===== config.mk =====
export PLATFORM = sky130hd
export DESIGN_NAME = calc_op_sequencer
export DESIGN_NICKNAME = d
export VERILOG_FILES = /design/src/rtl/calc_op_sequencer.sv
export SDC_FILE = /design/constraint.sdc
export NUM_CORES = 1
export LEC_CHECK = 0
export CORE_MARGIN = 10
export CORE_UTILIZATION = 35
export CTS_CLUSTER_SIZE = 28
export DETAILED_ROUTE_END_ITERATION = 8
export PLACE_DENSITY = 0.65
export SLEW_MARGIN = 20
export SYNTH_ARGS = -nofsm -noshare
export SYNTH_HDL_FRONTEND = slang
export SYNTH_SLANG_ARGS = --single-unit

===== constraint.sdc =====
create_clock -name clk -period 4.2 [get_ports clk]
set_input_delay 0.63 -clock clk [delete_from_list [all_inputs] [get_ports clk]]
set_output_delay 0.63 -clock clk [all_outputs]
set_load 0.02 [all_outputs]

===== src/rtl/calc_op_sequencer.sv =====
// Multi-cycle ADD/SUB/MUL/DIV sequencer built around one shared WIDTH-bit add/sub datapath.
// MUL is shift-add, DIV is restoring division; result/sgn/err are registered and held.
`timescale 1ns/1ps
module calc_op_sequencer #(
  parameter int unsigned WIDTH = 4
) (
  input  logic                 clk,
  input  logic                 rst,
  input  logic                 start,
  input  logic [1:0]           op,
  input  logic [WIDTH-1:0]     a,
  input  logic [WIDTH-1:0]     b,
  output logic                 ready,
  output logic                 done,
  output logic [2*WIDTH-1:0]   result,
  output logic                 sgn,
  output logic                 err
);

  localparam int unsigned CW = $clog2(WIDTH) + 1;

  typedef enum logic [1:0] {IDLE, EXEC, DONE} state_t;
  typedef enum logic [1:0] {OP_ADD = 2'b00, OP_SUB = 2'b01, OP_MUL = 2'b10, OP_DIV = 2'b11} op_t;

  state_t             state;
  op_t                op_q;
  logic [WIDTH-1:0]   a_q;
  logic [WIDTH-1:0]   b_q;
  logic [2*WIDTH-1:0] acc;
  logic [CW-1:0]      cnt;

  logic [WIDTH-1:0]   add_x;
  logic [WIDTH-1:0]   add_y;
  logic               add_inv;
  logic [WIDTH:0]     add_sum;
  logic [WIDTH-1:0]   neg_diff;
  logic [2*WIDTH-1:0] shl;
  logic [2*WIDTH-1:0] acc_next;
  logic [2*WIDTH-1:0] res_next;
  logic               sgn_next;
  logic               div_ok;
  logic               last;

  always_comb begin
    shl     = {acc[2*WIDTH-2:0], 1'b0};
    add_x   = a_q;
    add_y   = b_q;
    add_inv = 1'b0;
    unique case (op_q)
      OP_SUB: add_inv = 1'b1;
      OP_MUL: begin
        add_x = acc[2*WIDTH-1:WIDTH];
        add_y = a_q;
      end
      OP_DIV: begin
        add_x   = shl[2*WIDTH-1:WIDTH];
        add_inv = 1'b1;
      end
      default: ;
    endcase
    add_sum  = {1'b0, add_x} + {1'b0, add_y ^ {WIDTH{add_inv}}} + {{WIDTH{1'b0}}, add_inv};
    neg_diff = ~add_sum[WIDTH-1:0] + {{(WIDTH-1){1'b0}}, 1'b1};
    // The bit shifted out of R means R >= 2^WIDTH > b, so the trial subtract
    // succeeds even though the W-bit adder reports a borrow.
    div_ok   = add_sum[WIDTH] | acc[2*WIDTH-1];

    acc_next = acc;
    if (op_q == OP_MUL) begin
      acc_next = b_q[0] ? {add_sum, acc[WIDTH-1:1]} : {1'b0, acc[2*WIDTH-1:1]};
    end else if (op_q == OP_DIV) begin
      acc_next = {(div_ok ? add_sum[WIDTH-1:0] : shl[2*WIDTH-1:WIDTH]), shl[WIDTH-1:1], div_ok};
    end

    res_next = acc_next;
    sgn_next = 1'b1;
    if (op_q == OP_ADD) begin
      res_next = {{(WIDTH-1){1'b0}}, add_sum};
    end else if (op_q == OP_SUB) begin
      res_next = {{WIDTH{1'b0}}, (add_sum[WIDTH] ? add_sum[WIDTH-1:0] : neg_diff)};
      sgn_next = add_sum[WIDTH];
    end

    last = (cnt == CW'(WIDTH - 1));
  end

  always_ff @(posedge clk) begin
    if (rst) begin
      state  <= IDLE;
      ready  <= 1'b1;
      done   <= 1'b0;
      result <= '0;
      sgn    <= 1'b1;
      err    <= 1'b0;
      cnt    <= '0;
      op_q   <= OP_ADD;
      a_q    <= '0;
      b_q    <= '0;
      acc    <= '0;
    end else begin
      unique case (state)
        IDLE: begin
          done <= 1'b0;
          if (start && ready) begin
            op_q   <= op_t'(op);
            a_q    <= a;
            b_q    <= b;
            acc    <= (op == 2'b11) ? {{WIDTH{1'b0}}, a} : '0;
            cnt    <= '0;
            result <= '0;
            sgn    <= 1'b1;
            err    <= 1'b0;
            ready  <= 1'b0;
            state  <= EXEC;
          end
        end
        EXEC: begin
          if (op_q == OP_ADD || op_q == OP_SUB) begin
            result <= res_next;
            sgn    <= sgn_next;
            done   <= 1'b1;
            state  <= DONE;
          end else if (op_q == OP_DIV && b_q == '0) begin
            err   <= 1'b1;
            done  <= 1'b1;
            state <= DONE;
          end else begin
            acc <= acc_next;
            // The multiplier is consumed LSB-first by shifting it down each step.
            if (op_q == OP_MUL) b_q <= b_q >> 1;
            if (last) begin
              result <= res_next;
              done   <= 1'b1;
              state  <= DONE;
            end else begin
              cnt <= cnt + 1'b1;
            end
          end
        end
        DONE: begin
          done  <= 1'b0;
          ready <= 1'b1;
          state <= IDLE;
        end
        default: state <= IDLE;
      endcase
    end
  end

endmodule


==> flow_metrics.tcl <==
set metrics [dict create \
    cts.htree.levels 2 \
    hold_viol_final 0 \
    cp.required_ns 4.39 \
    post_cts_resized 0 \
    critPathKind "reg2reg" \
    clock-sinks 35 \
    dp_cells 381 \
    post_cts_buffers 0 \
    yosys_warnings 0 \
    setup_tns_ns 0 \
    cts_hold_buffers 0 \
    die_h_um 99.2 \
    area_growth_pct 16.5 \
    tightest_slew_ns 0.724 \
    drc 0 \
    r2r-start "op_q[1]" \
    synth_area_mm2 0.00219 \
    cp_data_arrival_time_ns 3.14 \
    timing.rr.end "result[3]" \
    path_clk_slew_ns 0.08 \
    min_period_ns 2.95 \
    async_flop_share 0 \
    final.period_utilization 0.701 \
    crit_fanout 31 \
    whs_endpoint "result[5]" \
    avgSynthCellArea_um2 7.44 \
    cp_slowest_stage_delay_ns 0.45 \
    routed_wl_um 6200 \
    drt_iter0_drc 225 \
    rrSetupSlack_ns 1.25 \
    final_cell_mix "nand2_1, a21oi_1, dfxtp_1, nor2_1, clkdlybuf4s50_1" \
    num_vias 2129 \
    cpMaxStageDelayCell "a2111oi_0" \
    io_buffers 24 \
    placed_area_mm2 0.00247 \
    finalSetupViolations 0 \
    io_pins 25 \
    critPathBufInv 1 \
    avgViaCountPerCell 5.47 \
    cts_tree "done" \
    hold_start "result[5]" \
    nets 333 \
    ys.flop_type "dfxtp_1" \
    clk_latency_ns 0.30 \
    fmax_mhz 339 \
    drive_gt1_frac 0.0764 \
    cts_buffers 5 \
    grt_pass1_wl_um 10600 \
    ys_seq_area_frac 0.319 \
    design.die.area_mm2 0.00984 \
    min_path_cells 2 \
    stdcell_count 389 \
    diodes 0 \
    max_slew_margin 0.517 \
    initial_core_util 0.366 \
    num-fill-cells 621 \
    synth.distinct_cells 54 \
    cellLeakagePower_uw 0.000884 \
    outcome "completed" \
    drtPass1Iterations 4 \
    syn_inst 295 \
    antenna_found_initial 0 \
    cp-end-kind "flop" \
    ys_ff_latch 35 \
    cts_buffer_depth 2 \
    startpoint_type "flop" \
    ir_worst_vdd_v 0.000122 \
    wl_per_cell_um 15.9 \
    die_w_um 99.2 \
    maxCapViolations 0 \
    rows 28 \
    final_common_cell "nand2_1" \
    r2r_cells 11 \
    grt_start_max_net_pins 32 \
    gp_congestion 0.960 \
    grt_pass1_vias 2098 \
    hp-class "reg2reg" \
    seqCellArea_um2 701 \
    syn-num-nets 315 \
    synth_edf_count 0 \
    power.density_mw_per_mm2 332 \
    rsz0062_at_grt "false" \
    finClkSkew_ns 0.00659 \
    overflow 0 \
    dp.final_hpwl_um 4570 \
    crit_chain "buf_4 > nor2b_1 > a211oi_1 > a21oi_1 > ha_1 > nor2b_1 > o21ai_2 > o2111ai_1 > a2111oi_0 > a21oi_1 > and2_1" \
    cts-root-buf "clkbuf_8" \
    grt_usage 0.127 \
    coreArea_mm2 0.00599 \
    final_cell_area_mm2 0.00256 \
    drv_slew 0 \
    ant_nets 0 \
    multi_input_area_mm2 0.00137 \
    cp_top_family "compound AO/OA/AOI/OAI gates" \
]
==> worst register-to-register path, stage by stage, from the launching register on <==
cell	delay [ns]
dfxtp_1	0.37
buf_4	0.33
nor2b_1	0.09
a211oi_1	0.22
a21oi_1	0.08
ha_1	0.36
nor2b_1	0.18
o21ai_2	0.32
o2111ai_1	0.20
a2111oi_0	0.45
a21oi_1	0.08
and2_1	0.15
==> worst max path at each step <==
stage                       start         to  cells after the start
final                     op_q[1]  result[3]                     11
after global routing      op_q[1]  result[3]                     11
after CTS                 op_q[1]  result[1]                     10
after detailed placement  op_q[1]  result[1]                     10
after global placement    op_q[1]  result[1]                     10
after floorplan           op_q[1]  result[1]                     12
==> flip-flops by register name, summed over array words and instances, names as in the netlist <==
signal,count
err,1
state,2
ready,1
a_q,4
result,8
sgn,1
acc,8
op_q,2
b_q,4
cnt,3
done,1
==> per-layer routing <==
| metal | part of all wire | up-vias | track usage | wire length, um |
|---|---|---|---|---|
| met1 | 0.48 | 978 | 0.166 | 3000 |
| li1 | - | 1071 | - | - |
| met4 | 0.012 | 0 | 0.0408 | 74 |
| met3 | 0.070 | 9 | 0.0436 | 436 |
| met5 | 0 | - | 0 | 0 |
| met2 | 0.43 | 71 | 0.189 | 2690 |
==> synthesized netlist by cell type (2+ instances only) <==
master / instances / area (um2)
nand2_1: 45 / 169
a21oi_1: 39 / 195
dfxtp_1: 35 / 701
nor2_1: 32 / 120
inv_1: 10 / 37.5
a211oi_1: 7 / 52.6
buf_2: 7 / 35.0
clkbuf_1: 7 / 26.3
nand3_1: 7 / 35.0
nor3_1: 7 / 35.0
o21ai_0: 7 / 35.0
ha_1: 6 / 75.1
mux2i_1: 6 / 60.1
nor2b_1: 6 / 37.5
nand3b_1: 5 / 37.5
o21ai_1: 5 / 25.0
xnor2_1: 5 / 43.8
a31oi_1: 4 / 25.0
nand2b_1: 4 / 25.0
nor3b_1: 3 / 22.5
o21a_1: 3 / 22.5
o31ai_1: 3 / 22.5
a221o_1: 2 / 20.0
a22oi_1: 2 / 15.0
and2_1: 2 / 12.5
and3_1: 2 / 12.5
buf_4: 2 / 15.0
mux2_2: 2 / 22.5
nor4_1: 2 / 12.5
or2_2: 2 / 12.5
or4_1: 2 / 15.0
xor2_1: 2 / 17.5
==> layout make-up <==
| class | count | area share |
|---|---|---|
| Inverter | 11 | 0.0162 |
| Clock buffer | 6 | 0.0284 |
| Timing Repair Buffer | 28 | 0.106 |
| Sequential cell | 35 | 0.274 |
| Multi-Input combinational cell | 232 | 0.534 |
| Clock inverter | 2 | 0.00489 |
| Tap cell | 75 | 0.0367 |
==> logic make-up (layout without fill, tap and decap cells) <==
logic type,count (synthesis),count (layout),synth area share
simple gates,125,125,0.270
compound gates,85,85,0.243
flops,35,35,0.319
buf+inv,28,47,0.0587
mux,8,8,0.0376
fa+ha+maj,7,7,0.0433
xor+xnor,7,7,0.0279
==> where the power goes <==
group | leakage (uW) | internal (uW) | total, uW | switching, uW
sequential | 0.000285 | 348 | 365 | 17.2
clock | 0.0000412 | 116 | 248 | 132
combinational | 0.000558 | 96.8 | 236 | 139
total | 0.000884 | 561 | 849 | 288
==> per-stage QoR <==
stage	total power, uW	util	setup WS [ns]	hold slack, ns
finish	849	0.427	1.25	0.462
detailed placement	606	0.412	1.33	0.456
floorplan	541	-	1.17	0.446
global route	899	0.427	0.982	0.481
CTS	851	0.427	1.31	0.466
global placement	604	0.412	1.35	0.444
No activity file was read; power rests on OpenSTA's default activity.
